==> src/rtl/fetch_unit_if.sv <==
// Bundles the fetch unit's memory port, executor handshake, redirect and fault signals.
// The master modport is the fetch unit's view; slave is the memory/executor side.
interface fetch_unit_if;
   logic        redirect;
   logic [31:0] redirect_pc;
   logic        mem_req;
   logic [31:0] mem_addr;
   logic        mem_ack;
   logic [31:0] mem_rdata;
   logic        instr_valid;
   logic        instr_ready;
   logic [31:0] instruction;
   logic [31:0] pc;
   logic        fetch_fault;

   modport master (
      input  redirect, redirect_pc, mem_ack, mem_rdata, instr_ready,
      output mem_req, mem_addr, instr_valid, instruction, pc, fetch_fault
   );

   modport slave (
      output redirect, redirect_pc, mem_ack, mem_rdata, instr_ready,
      input  mem_req, mem_addr, instr_valid, instruction, pc, fetch_fault
   );
endinterface

==> src/rtl/fetch_unit.sv <==
// Instruction fetch stage: word fetch, instruction hold register and redirect/fault handling.
// Define FETCH_COMPRESSED_EN to add 16-bit instructions via the halfword buffer.
module fetch_unit #(
   parameter logic [31:0] RESET_PC = 32'h0000_0000
) (
   input logic           clk,
   input logic           rst_n,
   fetch_unit_if.master  bus
);

   typedef enum logic [1:0] {FETCH, HOLD, FAULT} state_t;

   state_t      r_state, w_stateNext;
   logic [31:0] r_fa, w_faNext;
   logic [31:0] r_instr, w_instrNext;
   logic [31:0] r_pc, w_pcNext;
   logic        w_canLoad;
   logic        w_memReq;
   logic        w_misaligned;

`ifdef FETCH_COMPRESSED_EN
   logic [15:0] r_hb, w_hbNext;
   logic [31:0] r_hbPc, w_hbPcNext;
   logic        r_hbV, w_hbVNext;
   logic        r_skip, w_skipNext;
   logic        w_hbFull;

   // A buffered 16-bit instruction can be issued without touching memory
   assign w_hbFull = r_hbV && (r_hb[1:0] != 2'b11);
`endif

   always_comb begin
      w_stateNext  = r_state;
      w_faNext     = r_fa;
      w_instrNext  = r_instr;
      w_pcNext     = r_pc;
      w_memReq     = 1'b0;
      w_misaligned = 1'b0;
      w_canLoad    = (r_state == FETCH) || ((r_state == HOLD) && bus.instr_ready);
`ifdef FETCH_COMPRESSED_EN
      w_hbNext     = r_hb;
      w_hbPcNext   = r_hbPc;
      w_hbVNext    = r_hbV;
      w_skipNext   = r_skip;
`endif

      if (bus.redirect) begin
         w_faNext = {bus.redirect_pc[31:2], 2'b00};
`ifdef FETCH_COMPRESSED_EN
         w_misaligned = bus.redirect_pc[0];
         w_skipNext   = bus.redirect_pc[1];
         w_hbVNext    = 1'b0;
`else
         w_misaligned = |bus.redirect_pc[1:0];
`endif
         w_stateNext = w_misaligned ? FAULT : FETCH;
      end else if ((r_state != FAULT) && w_canLoad) begin
         // Output drains unless something new is loaded below
         w_stateNext = FETCH;
`ifdef FETCH_COMPRESSED_EN
         if (w_hbFull) begin
            w_instrNext = {16'h0000, r_hb};
            w_pcNext    = r_hbPc;
            w_hbVNext   = 1'b0;
            w_stateNext = HOLD;
         end else begin
            w_memReq = 1'b1;
            if (bus.mem_ack) begin
               w_faNext   = r_fa + 32'd4;
               w_skipNext = 1'b0;
               if (r_hbV) begin
                  w_instrNext = {bus.mem_rdata[15:0], r_hb};
                  w_pcNext    = r_hbPc;
                  w_hbNext    = bus.mem_rdata[31:16];
                  w_hbPcNext  = r_hbPc + 32'd4;
                  w_hbVNext   = 1'b1;
                  w_stateNext = HOLD;
               end else if (r_skip) begin
                  // Entered mid-word: only the high half belongs to the stream
                  if (bus.mem_rdata[17:16] == 2'b11) begin
                     w_hbNext   = bus.mem_rdata[31:16];
                     w_hbPcNext = {r_fa[31:2], 2'b10};
                     w_hbVNext  = 1'b1;
                  end else begin
                     w_instrNext = {16'h0000, bus.mem_rdata[31:16]};
                     w_pcNext    = {r_fa[31:2], 2'b10};
                     w_stateNext = HOLD;
                  end
               end else if (bus.mem_rdata[1:0] == 2'b11) begin
                  w_instrNext = bus.mem_rdata;
                  w_pcNext    = r_fa;
                  w_stateNext = HOLD;
               end else begin
                  w_instrNext = {16'h0000, bus.mem_rdata[15:0]};
                  w_pcNext    = r_fa;
                  w_hbNext    = bus.mem_rdata[31:16];
                  w_hbPcNext  = r_fa + 32'd2;
                  w_hbVNext   = 1'b1;
                  w_stateNext = HOLD;
               end
            end
         end
`else
         w_memReq = 1'b1;
         if (bus.mem_ack) begin
            w_faNext    = r_fa + 32'd4;
            w_instrNext = bus.mem_rdata;
            w_pcNext    = r_fa;
            w_stateNext = HOLD;
         end
`endif
      end
   end

   always_ff @(posedge clk) begin
      if (rst_n) begin
         r_state <= FETCH;
         r_fa    <= {RESET_PC[31:2], 2'b00};
         r_instr <= 32'h0000_0000;
         r_pc    <= RESET_PC;
`ifdef FETCH_COMPRESSED_EN
         r_hb    <= 16'h0000;
         r_hbPc  <= RESET_PC;
         r_hbV   <= 1'b0;
         r_skip  <= RESET_PC[1];
`endif
      end else begin
         r_state <= w_stateNext;
         r_fa    <= w_faNext;
         r_instr <= w_instrNext;
         r_pc    <= w_pcNext;
`ifdef FETCH_COMPRESSED_EN
         r_hb    <= w_hbNext;
         r_hbPc  <= w_hbPcNext;
         r_hbV   <= w_hbVNext;
         r_skip  <= w_skipNext;
`endif
      end
   end

   // Request is suppressed while reset is held so an in-flight access is abandoned
   assign bus.mem_req     = w_memReq && !rst_n;
   assign bus.mem_addr    = r_fa;
   assign bus.instr_valid = (r_state == HOLD);
   assign bus.instruction = r_instr;
   assign bus.pc          = r_pc;
   assign bus.fetch_fault = (r_state == FAULT);

endmodule

==> src/flat_wrapper.sv <==
// flat-port wrapper written by rule: the top's interface ports become plain ports
module fetch_unit_flat 
#(
   parameter logic [31:0] RESET_PC = 32'h0000_0000
)
  (clk, rst_n, bus_redirect, bus_redirect_pc, bus_mem_ack, bus_mem_rdata, bus_instr_ready, bus_mem_req, bus_mem_addr, bus_instr_valid, bus_instruction, bus_pc, bus_fetch_fault);
  fetch_unit_if bus_i ();
  input logic clk;
  input logic rst_n;
  input wire logic [$bits(bus_i.redirect)-1:0] bus_redirect;
  input wire logic [$bits(bus_i.redirect_pc)-1:0] bus_redirect_pc;
  input wire logic [$bits(bus_i.mem_ack)-1:0] bus_mem_ack;
  input wire logic [$bits(bus_i.mem_rdata)-1:0] bus_mem_rdata;
  input wire logic [$bits(bus_i.instr_ready)-1:0] bus_instr_ready;
  output wire logic [$bits(bus_i.mem_req)-1:0] bus_mem_req;
  output wire logic [$bits(bus_i.mem_addr)-1:0] bus_mem_addr;
  output wire logic [$bits(bus_i.instr_valid)-1:0] bus_instr_valid;
  output wire logic [$bits(bus_i.instruction)-1:0] bus_instruction;
  output wire logic [$bits(bus_i.pc)-1:0] bus_pc;
  output wire logic [$bits(bus_i.fetch_fault)-1:0] bus_fetch_fault;
  assign bus_i.redirect = bus_redirect;
  assign bus_i.redirect_pc = bus_redirect_pc;
  assign bus_i.mem_ack = bus_mem_ack;
  assign bus_i.mem_rdata = bus_mem_rdata;
  assign bus_i.instr_ready = bus_instr_ready;
  assign bus_mem_req = bus_i.mem_req;
  assign bus_mem_addr = bus_i.mem_addr;
  assign bus_instr_valid = bus_i.instr_valid;
  assign bus_instruction = bus_i.instruction;
  assign bus_pc = bus_i.pc;
  assign bus_fetch_fault = bus_i.fetch_fault;
  fetch_unit #(.RESET_PC(RESET_PC)) u_core (.clk(clk), .rst_n(rst_n), .bus(bus_i));
endmodule
==> config.mk <==
export PLATFORM = sky130hd
export DESIGN_NAME = fetch_unit_flat
export DESIGN_NICKNAME = d
export VERILOG_FILES = /design/src/rtl/fetch_unit_if.sv /design/src/rtl/fetch_unit.sv /design/src/flat_wrapper.sv
export SDC_FILE = /design/constraint.sdc
export NUM_CORES = 1
export LEC_CHECK = 0
export CAP_MARGIN = 20
export CORE_MARGIN = 5
export CORE_UTILIZATION = 25
export CTS_CLUSTER_DIAMETER = 100
export DETAILED_ROUTE_END_ITERATION = 8
export PLACE_DENSITY = 0.49
export SLEW_MARGIN = 20
export SYNTH_ARGS = -nofsm -noshare
export SYNTH_HDL_FRONTEND = slang
export SYNTH_SLANG_ARGS = --single-unit
==> constraint.sdc <==
create_clock -name clk -period 2.7 [get_ports clk]
set_clock_uncertainty 0.2 [all_clocks]
set_input_delay 0.405 -clock clk [delete_from_list [all_inputs] [get_ports clk]]
set_output_delay 0.405 -clock clk [all_outputs]
set_load 0.05 [all_outputs]
Word level (Yosys, flattened, before mapping)
Index checks and enable logic that the tools add are counted.

Register bits: 98. Bits in latches: 0. Bits in writable memories: 0. Memory bits (read-only): 0. Output and inout bits: 99. Logic and storage cells: 32. Memories kept: 0.

Add/sub/neg operators: 1. Multipliers: 0. Div/mod/pow operators: 0. Order comparisons: 0. Equality and inequality tests: 3. Shifts and indexed selects: 0. Mux-type cells: 9. Bitwise logic cells: 1. Reduce and logical (&&, ||, !) cells: 13.

Operators with widths (number): $mux 32 (3); $add 32x3->32 const B (1); $mux 2 (3); $reduce_and 2->1 (2); $reduce_bool 2->1 (2); $reduce_or 2->1 (2); $logic_and 1x1->1 (3); $mux 1 (3); $reduce_and 3->1 (1); $eq 2x1->1 const B (1); $eq 2x2->1 const B (1); $logic_not 2->1 (1); $ne 2x2->1 const B (1); $logic_not 1->1 (1); $logic_or 1x1->1 (1); $not 1->1 (1).

Logic depth before layout (Yosys ltp)
Word-level depth: 7. Mapped depth: 7. Mapped depth without buffers: 5.

Least setup slack after synthesis
No wires, ideal clock.

Path kind: flip-flop to flip-flop. From: register u_core.r_fa[14] (netlist: u_core.bus.mem_addr[14]). To: register u_core.r_fa[31] (netlist: u_core.bus.mem_addr[31]). Arrival: 2.415 ns. Data required time: 2.386 ns. Setup slack: -0.029 ns. Stages on the path, launching flop included: 8. Cell sequence: dfxtp_1 -> buf_2 -> nand4_1 -> or4_4 -> buf_6 -> or4_4 -> xnor2_2 -> a21o_1.

Longest elaborated chain between the ends: 4.

Ends and longest elaborated chain: start: declaration (line fetch_unit.sv:14) `logic [31:0] r_fa, w_faNext;`; start signal: assignment (line fetch_unit.sv:118) `r_fa <= {RESET_PC[31:2], 2'b00};`; start signal: assignment (line fetch_unit.sv:129) `r_fa <= w_faNext;`; $add 32x3->32 (line fetch_unit.sv:106) `w_faNext = r_fa + 32'd4;`; $mux 32 (line fetch_unit.sv:105) `if (bus.mem_ack) begin`; $mux 32 (line fetch_unit.sv:57) `end else if ((r_state != FAULT) && w_canLoad) begin`; $mux 32 (line fetch_unit.sv:47) `if (bus.redirect) begin`.

No other way between the ends. The select of a mux whose other input is x is not followed. A chain may end at the register's enable or synchronous reset.

Worst setup path after layout
From: register u_core.r_fa[13] (netlist: u_core.bus.mem_addr[13]). To: register u_core.r_fa[31] (netlist: u_core.bus.mem_addr[31]).

The elaborated chain is that of the path after synthesis.

==> flow_summary_export.csv <==
group,metric,value,unit
yosys,ys_top_cells_by_area,"dfxtp_1 48%, nand2_1 14%, a21oi_1 9.8%",
timing,fin_crit_sh,0.879,
placement,hpwl,9930,um
layout,fin_area,6180,sq um
layout,stdcell_count,882,
clock_network,holdBufCountCts,0,
timing,layout_setup_ws,0.327,ns
clock_network,ctsHtreeMaxLevel,3,
layout,fin_util,0.393,
worst_setup_path,path_common_cell,"or4_4",
clock_network,numCtsBuffers,9,
routing,wl_per_cell,15.3,um
routing,vias,4005,
worst_setup_path,path_max_fanout,9,
layout,diodes,0,
clock_network,clockBufferDepth,2,
yosys,seq_area_frac_synth,0.477,
routing,vias_per_cell,4.54,
pwr,power_density,556,nW/um^2
worst_setup_path,critPathBufInv,0,
worst_setup_path,crit_family,"simple AND/OR/NAND/NOR gates",
pwr,p_leak,2.08,nW
die,rows,46,
flow_run,drv_cap,0,
timing,fmax,421,MHz
timing,tns,0,ns
die,die_w,136,um
timing,rsz0062_at_grt,"no",
placement,dp.cells,867,
routing,first_iter_violations,161,
die,ios,168,
placement,gp_congestion,0.738,
yosys,syn-mean-instance-area,7.86,sq um
global_routing,track_usage,0.145,
worst_setup_path,cp_slowest_cell,"or4_4",
run_status,outcome,"complete, no violations",
clock_network,postCtsSetupBuffers,0,
pwr,finalPower,3.43,mW
global_routing,grt_remaining_overflow,0,
yosys,yosys_warnings,0,
min_path,hold_class,"primary input to flop",
yosys,synth_seq_cells,94,
layout,area_growth,56.6,%
clock_network,root_buffer,"clkbuf_16",
clock_network,cts_tree,"yes",
timing,tightest_slew,0.614,ns
worst_setup_path,path_class,"flop to flop",
routing,ant_nets,0,
routing,dr.pass1.iters,4,
timing,fin_crit,2.37,ns
layout,drive_gt1_frac,0.0811,
die,die_h,136,um
layout,nets,732,
die,initial_utilization,0.251,
yosys,synthCells,502,
pwr,peakVddDrop,0.287,mV
timing,setup_viol,0,
placement,post_dp_cell_area,5900,sq um
yosys,synth_cell_types,36,
global_routing,antenna_found_initial,0,
worst_setup_path,cp.required,2.74,ns
global_routing,grt_pass1_wl,21200,um
clock_network,clk_pin_slew,0.06,ns
placement,pre_cts_slack,0.173,ns
clock_network,post_cts_resized,0,
routing,drc_errors,0,
worst_setup_path,crit_arrival,2.41,ns
timing,hold_viol,0,
timing,slew_violations,0,
yosys,yosysTopAreaCell,"dfxtp_1",
die,dieArea,18400,sq um
worst_setup_path,critical_path.cell_chain,"nand4_1, or4_4, or4_4, xnor2_2, a21o_1",
global_routing,grt_pass1_vias,3908,
worst_setup_path,cpPeakStageDelay,0.63,ns
worst_setup_path,end_kind,"flop",
clock_network,cts_num_sinks,94,
routing,routed_wl,13500,um
global_routing,grt_max_degree,56,
yosys,synth_top_area_frac,0.477,
timing,maxSlewHeadroom,0.590,
clock_network,clock_latency,0.34,ns
yosys,netlist_area,3950,sq um
placement,numPortBuffers,163,
die,core-area,15700,sq um
timing,hold_slack,0.228,ns
worst_setup_path,start_kind,"flop",
worst paths after layout:
check / start / end / slack [ns] / depth (start not counted)
max: u_core.bus.mem_addr[13] / u_core.bus.mem_addr[31] / 0.33 / 5
min: rst_n / u_core.bus.pc[7] / 0.23 / 2
max reg2reg: u_core.bus.mem_addr[13] / u_core.bus.mem_addr[31] / 0.33 / 5
min reg2reg: u_core.bus.instruction[18] / u_core.bus.instruction[18] / 0.25 / 2
placed cells by master (no fill, tap or decap), types with 2 or more instances in the layout:
| cell | Yosys | final |
|---|---|---|
| a211oi_1 | 16 | 16 |
| a21oi_1 | 77 | 77 |
| a311oi_1 | 2 | 2 |
| and2_1 | 2 | 2 |
| and3_1 | 3 | 2 |
| buf_12 | 0 | 3 |
| buf_4 | 4 | 23 |
| clkbuf_16 | 0 | 9 |
| clkbuf_8 | 0 | 2 |
| clkdlybuf4s50_1 | 0 | 161 |
| clkinvlp_4 | 0 | 2 |
| conb_1 | 1 | 4 |
| dfxtp_1 | 94 | 91 |
| dfxtp_2 | 0 | 3 |
| inv_1 | 5 | 5 |
| nand2_1 | 147 | 147 |
| nand2b_1 | 2 | 2 |
| nand3_1 | 11 | 10 |
| nand4_1 | 11 | 11 |
| nor2_1 | 22 | 22 |
| nor2b_1 | 3 | 3 |
| nor3_1 | 9 | 9 |
| nor4_1 | 9 | 9 |
| nor4_2 | 3 | 3 |
| o21bai_1 | 5 | 5 |
| or4_4 | 2 | 2 |
| xnor2_1 | 26 | 26 |
registers in the layout (all words and copies together) (netlist names):
register and flops:
u_core.bus.pc 30, u_core.bus.mem_addr 30, u_core.r_state 2, u_core.bus.instruction 32
cells in the mapped netlist:
library cell and n:
clkinv_1 1, and2_1 2, xnor2_1 26, clkbuf_1 33, conb_1 1, xnor2_2 1
inv_1 5, o21ai_0 1, buf_2 2, nand2_1 147, a21o_1 1, and4_2 1
or4_4 2, nor3_1 9, or3_1 1, o21bai_1 5, nor4_2 3, and4_1 1
a211oi_1 16, buf_1 1, or2_2 1, dfxtp_1 94, buf_4 4, nor2_1 22
a311oi_1 2, o311ai_0 1, a21oi_1 77, nor4_1 9, or3_2 1, nand2b_1 2
and3_1 3, buf_6 1, nand3_1 11, nand4_1 11, nor2b_1 3, ha_1 1
per-layer routing:
| metal | track usage | part of all wire |
|---|---|---|
| met2 | 0.235 | 0.48 |
| met5 | 0 | 0 |
| met4 | 0.0504 | 0.014 |
| met1 | 0.186 | 0.44 |
| met3 | 0.0397 | 0.066 |
power breakdown:
group	internal [mW]	switching, mW	total [mW]	leakage, nW
Clock	0.669	0.535	1.20	0.131
Combinational	0.284	0.439	0.722	1.18
Sequential	1.45	0.0563	1.51	0.770
area by class of cell:
type | count | area, sq um
Clock inverter | 3 | 20.0
Inverter | 6 | 22.5
Timing Repair Buffer | 187 | 1840
Multi-Input combinational cell | 364 | 1880
Clock buffer | 12 | 256
Fill cell | 1642 | 9530
Sequential cell | 94 | 1890
Tap cell | 216 | 270
logic make-up (layout without fill, tap and decap cells):
logic type / Yosys count / count (layout) / share of synthesized area
compound gates: 103 / 103 / 0.147
xor+xnor: 27 / 27 / 0.0618
fa+ha+maj: 1 / 1 / 0.00317
buf+inv: 47 / 208 / 0.0510
flops: 94 / 94 / 0.477
other cells: 1 / 4 / 0.000950
simple gates: 229 / 229 / 0.259
(Power assumes the default switching activity.)
